===== src/rtl/countdown_timer_bcd.sv =====
// MM:SS countdown timer held as four BCD digits, decremented once per prescaled tick.
// Drives the display mux digits directly and flags expiry to the irrigation controller.
module countdown_timer_bcd #(
  parameter int TICK_DIVISOR    = 50_000_000,
  parameter int PRESCALER_WIDTH = 26
) (
  input  logic       clock,
  input  logic       reset,
  input  logic       load,
  input  logic [3:0] preset_3,
  input  logic [3:0] preset_2,
  input  logic [3:0] preset_1,
  input  logic [3:0] preset_0,
  input  logic       start,
  input  logic       pause,
  output logic [3:0] digit_3,
  output logic [3:0] digit_2,
  output logic [3:0] digit_1,
  output logic [3:0] digit_0,
  output logic       running,
  output logic       expired,
  output logic       done
);

  typedef enum logic [1:0] {
    IDLE    = 2'd0,
    RUNNING = 2'd1,
    PAUSED  = 2'd2,
    EXPIRED = 2'd3
  } state_t;

  localparam logic [PRESCALER_WIDTH-1:0] TICK_LAST = PRESCALER_WIDTH'(TICK_DIVISOR - 1);

  state_t                     state_q, state_d;
  logic [15:0]                value_q, value_d;
  logic [PRESCALER_WIDTH-1:0] presc_q, presc_d;
  logic                       done_d;
  logic                       tick;
  logic                       value_is_zero;
  logic [15:0]                preset_clamped;

  function automatic logic [3:0] clamp_digit(input logic [3:0] d, input logic [3:0] max);
    return (d > max) ? max : d;
  endfunction

  // Borrow ripples d0 -> d1 -> d2 -> d3; d1 wraps to 5 because it is seconds tens.
  function automatic logic [15:0] bcd_decrement(input logic [15:0] v);
    logic [15:0] r;
    logic        borrow;
    r = v;
    if (v[3:0] == 4'd0) begin
      r[3:0] = 4'd9;
      borrow = 1'b1;
    end else begin
      r[3:0] = v[3:0] - 4'd1;
      borrow = 1'b0;
    end
    if (borrow) begin
      if (v[7:4] == 4'd0) begin
        r[7:4] = 4'd5;
      end else begin
        r[7:4] = v[7:4] - 4'd1;
        borrow = 1'b0;
      end
    end
    if (borrow) begin
      if (v[11:8] == 4'd0) begin
        r[11:8] = 4'd9;
      end else begin
        r[11:8] = v[11:8] - 4'd1;
        borrow = 1'b0;
      end
    end
    if (borrow) begin
      r[15:12] = v[15:12] - 4'd1;
    end
    return r;
  endfunction

  assign preset_clamped = {clamp_digit(preset_3, 4'd9), clamp_digit(preset_2, 4'd9),
                           clamp_digit(preset_1, 4'd5), clamp_digit(preset_0, 4'd9)};
  assign value_is_zero  = (value_q == 16'h0000);
  assign tick           = (state_q == RUNNING) && (presc_q == TICK_LAST);

  always_comb begin
    state_d = state_q;
    value_d = value_q;
    presc_d = presc_q;
    done_d  = 1'b0;
    if (load) begin
      value_d = preset_clamped;
      presc_d = '0;
      state_d = IDLE;
    end else if (pause) begin
      // A tick coinciding with pause is dropped; the prescaler stays at TICK_LAST
      // so it fires on the first cycle after resume.
      if (state_q == RUNNING) begin
        state_d = PAUSED;
      end
    end else if (start && (state_q == IDLE || state_q == PAUSED) && !value_is_zero) begin
      state_d = RUNNING;
      if (state_q == IDLE) begin
        presc_d = '0;
      end
    end else if (state_q == RUNNING) begin
      if (tick) begin
        presc_d = '0;
        value_d = bcd_decrement(value_q);
        if (value_d == 16'h0000) begin
          state_d = EXPIRED;
          done_d  = 1'b1;
        end
      end else begin
        presc_d = presc_q + PRESCALER_WIDTH'(1);
      end
    end
  end

  always_ff @(posedge clock or posedge reset) begin
    if (reset) begin
      state_q <= IDLE;
      value_q <= '0;
      presc_q <= '0;
      running <= 1'b0;
      expired <= 1'b0;
      done    <= 1'b0;
    end else begin
      state_q <= state_d;
      value_q <= value_d;
      presc_q <= presc_d;
      running <= (state_d == RUNNING);
      expired <= (state_d == EXPIRED);
      done    <= done_d;
    end
  end

  assign digit_3 = value_q[15:12];
  assign digit_2 = value_q[11:8];
  assign digit_1 = value_q[7:4];
  assign digit_0 = value_q[3:0];

endmodule


===== config.mk =====
export PLATFORM = sky130hd
export DESIGN_NAME = countdown_timer_bcd
export DESIGN_NICKNAME = d
export VERILOG_FILES = /design/src/rtl/countdown_timer_bcd.sv
export SDC_FILE = /design/constraint.sdc
export NUM_CORES = 1
export LEC_CHECK = 0
export BUFFER_PORTS_ARGS = -buffer_cell sky130_fd_sc_hd__buf_2
export CORE_UTILIZATION = 55
export DETAILED_ROUTE_END_ITERATION = 10
export PLACE_DENSITY = 0.81
export SLEW_MARGIN = 25
export SYNTH_ARGS = -nofsm -noshare
export SYNTH_HDL_FRONTEND = slang
export SYNTH_SLANG_ARGS = --single-unit

===== constraint.sdc =====
create_clock -name clock -period 4.3 [get_ports clock]
set_clock_uncertainty 0.05 [all_clocks]
set_input_delay 0.86 -clock clock [delete_from_list [all_inputs] [get_ports clock]]
set_output_delay 0.86 -clock clock [all_outputs]
set_load 0.02 [all_outputs]

==> results_dict.tcl <==
set metrics [dict create \
    drt-wirelength-per-cell_um 18.45 \
    hold_violations 0 \
    wl_um 9372 \
    crit_chain "or4b_1 > or4_4 > nor4_2 > a31oi_1 > o31a_1" \
    p_sw_uw 310.1 \
    die_y_um 79.48 \
    power_density_mw_per_mm2 289.2 \
    fill_cells 481 \
    ant_nets 0 \
    worstSetupPathType "reg2reg" \
    drive_gt1_share_pct 17.89 \
    relSlewSlack_pct 29.80 \
    rsz0062_at_grt "no" \
    route.detailed.drc 0 \
    gp_congestion 0.9290 \
    grt_antenna_before_repair 0 \
    synth-compound-area-share_pct 19.06 \
    placedCellCount 500 \
    clock-root-buffer "clkbuf_8" \
    grt_overflow 0 \
    syn_area_mm2 0.003302 \
    synth_top_family_by_area "simple AND/OR/NAND/NOR gates" \
    dieArea_mm2 0.006317 \
    num_vias 3494 \
    synth_top_area_share_pct 35.62 \
    outcome "completed" \
    worst-path-buf-inv 0 \
    htree_levels 2 \
    synth_seq_area_share_pct 35.62 \
    ys_top_cells_by_area "dfrtp_1 36%, nand3_1 6.4%, nand4_1 5.5%, o21ai_0 4.7%, nor2_1 3.3%" \
    grt_util_all_layers_pct 31.05 \
    yosys.area.top_type "dfrtp_1" \
    finalNetCount 459 \
    start_util_pct 58.53 \
    first_pass_iters 7 \
    cts_tree "built" \
    drtIter0Drc 368 \
    cts_hold_buf 0 \
    cp_top_family "simple AND/OR/NAND/NOR gates" \
    avgViaCountPerCell 6.878 \
    ctsResizeCount 0 \
    mostFrequentLayoutCell "dfrtp_1" \
    drv_cap 0 \
    startpoint_type "flop" \
    clock_latency_ns 0.31 \
    setup_tns_ns 0 \
    hp-class "reg2reg" \
    coreArea_mm2 0.005642 \
    async_flop_share_pct 100.0 \
    synth_cell_types 62 \
    irDropWorstVdd_v 0.0001776 \
    crit_slowest_cell "nor4_2" \
    setup_violations 0 \
    r2r_start "presc_q[8]" \
    area_delta_synth_final_pct 11.75 \
    path_depth 5 \
    critPathLaunch "presc_q[8]" \
    yosys.area_share.simple_pct 37.86 \
    path_clk_slew_ns 0.10 \
    synth-warning-count 0 \
    avgSynthCellArea_um2 8.214 \
    synth_adder_area_share_pct 1.137 \
    max_slew.worst_pin.slew_ns 1.044 \
    fmaxAchievable_ghz 0.3255 \
    mostFrequentLayoutCells "47 x dfrtp_1, 42 x nand3_1, 39 x buf_2" \
    post_cts_buffers 0 \
    intPower_uw 757.1 \
    end_kind "flop" \
    rows 27 \
    swShare_pct 29.05 \
    grt_pass1_wl_um 15450 \
    pwr-share-seq_pct 45.6 \
    ctsLongestPathBuffers 2 \
    endpoint "value_q[11]" \
    post-route-min-period_ns 3.072 \
    grt_max_degree 48 \
    reg2regPathDepth 5 \
    cts_num_sinks 47 \
    synthXorXnorAreaFrac_pct 0.5305 \
    synthCells 402 \
    pin_count 40 \
    power_frac_clock_pct 37.1 \
    port_buffers 39 \
    diodes 0 \
    r2r-end "value_q[11]" \
    cts_buffers 5 \
    r2r_slack_ns 1.23 \
    syn_nets 426 \
    slowest_delay_ns 0.87 \
    synth_ff_type "dfrtp_1" \
    worst_ep_arrival_time_ns 3.22 \
    first_global_vias 3188 \
    die_x_um 79.48 \
    dpl.hpwl_um 6442 \
    synth.area.mux_share_pct 0.6442 \
    synth_edf_count 0 \
    critPathMaxFanout 11 \
    leakagePower_uw 0.001471 \
    slew_viol_final 0 \
    fin_crit_sh_pct 71.45 \
    ys_seq_elements 47 \
    power_frac_comb_pct 17.3 \
    crit_required_ns 4.45 \
    instances_no_fill 508 \
]
logic make-up after synthesis:
| family | after synthesis |
|---|---|
| mux | 2 |
| xor+xnor | 2 |
| simple gates | 217 |
| fa+ha+maj | 3 |
| flops | 47 |
| buf+inv | 41 |
| compound gates | 90 |
Yosys cell counts (all sizes together) (10+ instances only):
cell type,number
nor2,29
inv,20
o21ai,32
nand2,26
nor3,12
nand3,42
clkbuf,16
dfrtp,47
nand4,29
or3,11
o211ai,13
nor4,10
layer usage:
layer  global-route usage (%)  wire [um]
met5                        0          0
met4                    9.091        136
met3                    5.257        814
met2                    47.69       4252
met1                    44.55       4169
power by group through the flow:
stage / clock (uW) / sequential [uW] / combinational, uW
detailed placement: 0 / 495 / 182
global placement: 0 / 494 / 177
floorplan: 0 / 512 / 99.5
CTS: 398 / 486 / 182
global route: 414 / 491 / 202
finish: 396 / 487 / 184
worst register-to-register path: cells and delay by family, from the launching register on:
family	cells	cell delay [ns]
AOI/OAI and AO/OA	2	0.54
DFF	1	0.52
and+or+nand+nor	3	1.85
flip-flops by register name, summed over array words and instances (netlist names):
name     count
state_q      2
value_q     16
done         1
running      1
expired      1
presc_q     26
how the worst min path moves through the flow:
stage                from          to  cells after the start
3_3_place_gp   presc_q[0]  presc_q[0]                      1
3_5_place_dp   value_q[7]  value_q[7]                      2
2_1_floorplan  presc_q[0]  presc_q[0]                      1
4_1_cts        value_q[7]  value_q[7]                      2
5_1_grt        value_q[7]  value_q[7]                      2
6_report       value_q[7]  value_q[7]                      2
area by class of cell:
cell class	count	area, um2	area share (%)
Inverter	20	76.32	2.068
Tap cell	72	90.09	2.442
Clock buffer	6	72.57	1.967
Multi-Input combinational cell	314	1959	53.10
Timing Repair Buffer	47	255.2	6.918
Clock inverter	2	60.06	1.628
Sequential cell	47	1176	31.88
metrics by stage:
stage / total power (uW) / setup slack (ns) / instance area, um2 / hold WS, ns / util, %
2_1_floorplan: 611.0 / 1.867 / 3302 / 0.4472 / -
5_1_grt: 1107 / 1.024 / 3690 / 0.5251 / 65.40
3_5_place_dp: 676.7 / 1.172 / 3556 / 0.4824 / 63.03
4_1_cts: 1066 / 1.293 / 3689 / 0.4950 / 65.38
3_3_place_gp: 670.8 / 1.320 / 3556 / 0.4752 / 63.03
6_report: 1067 / 1.228 / 3690 / 0.4930 / 65.40
Note: power is estimated with default switching activity, not from simulation.
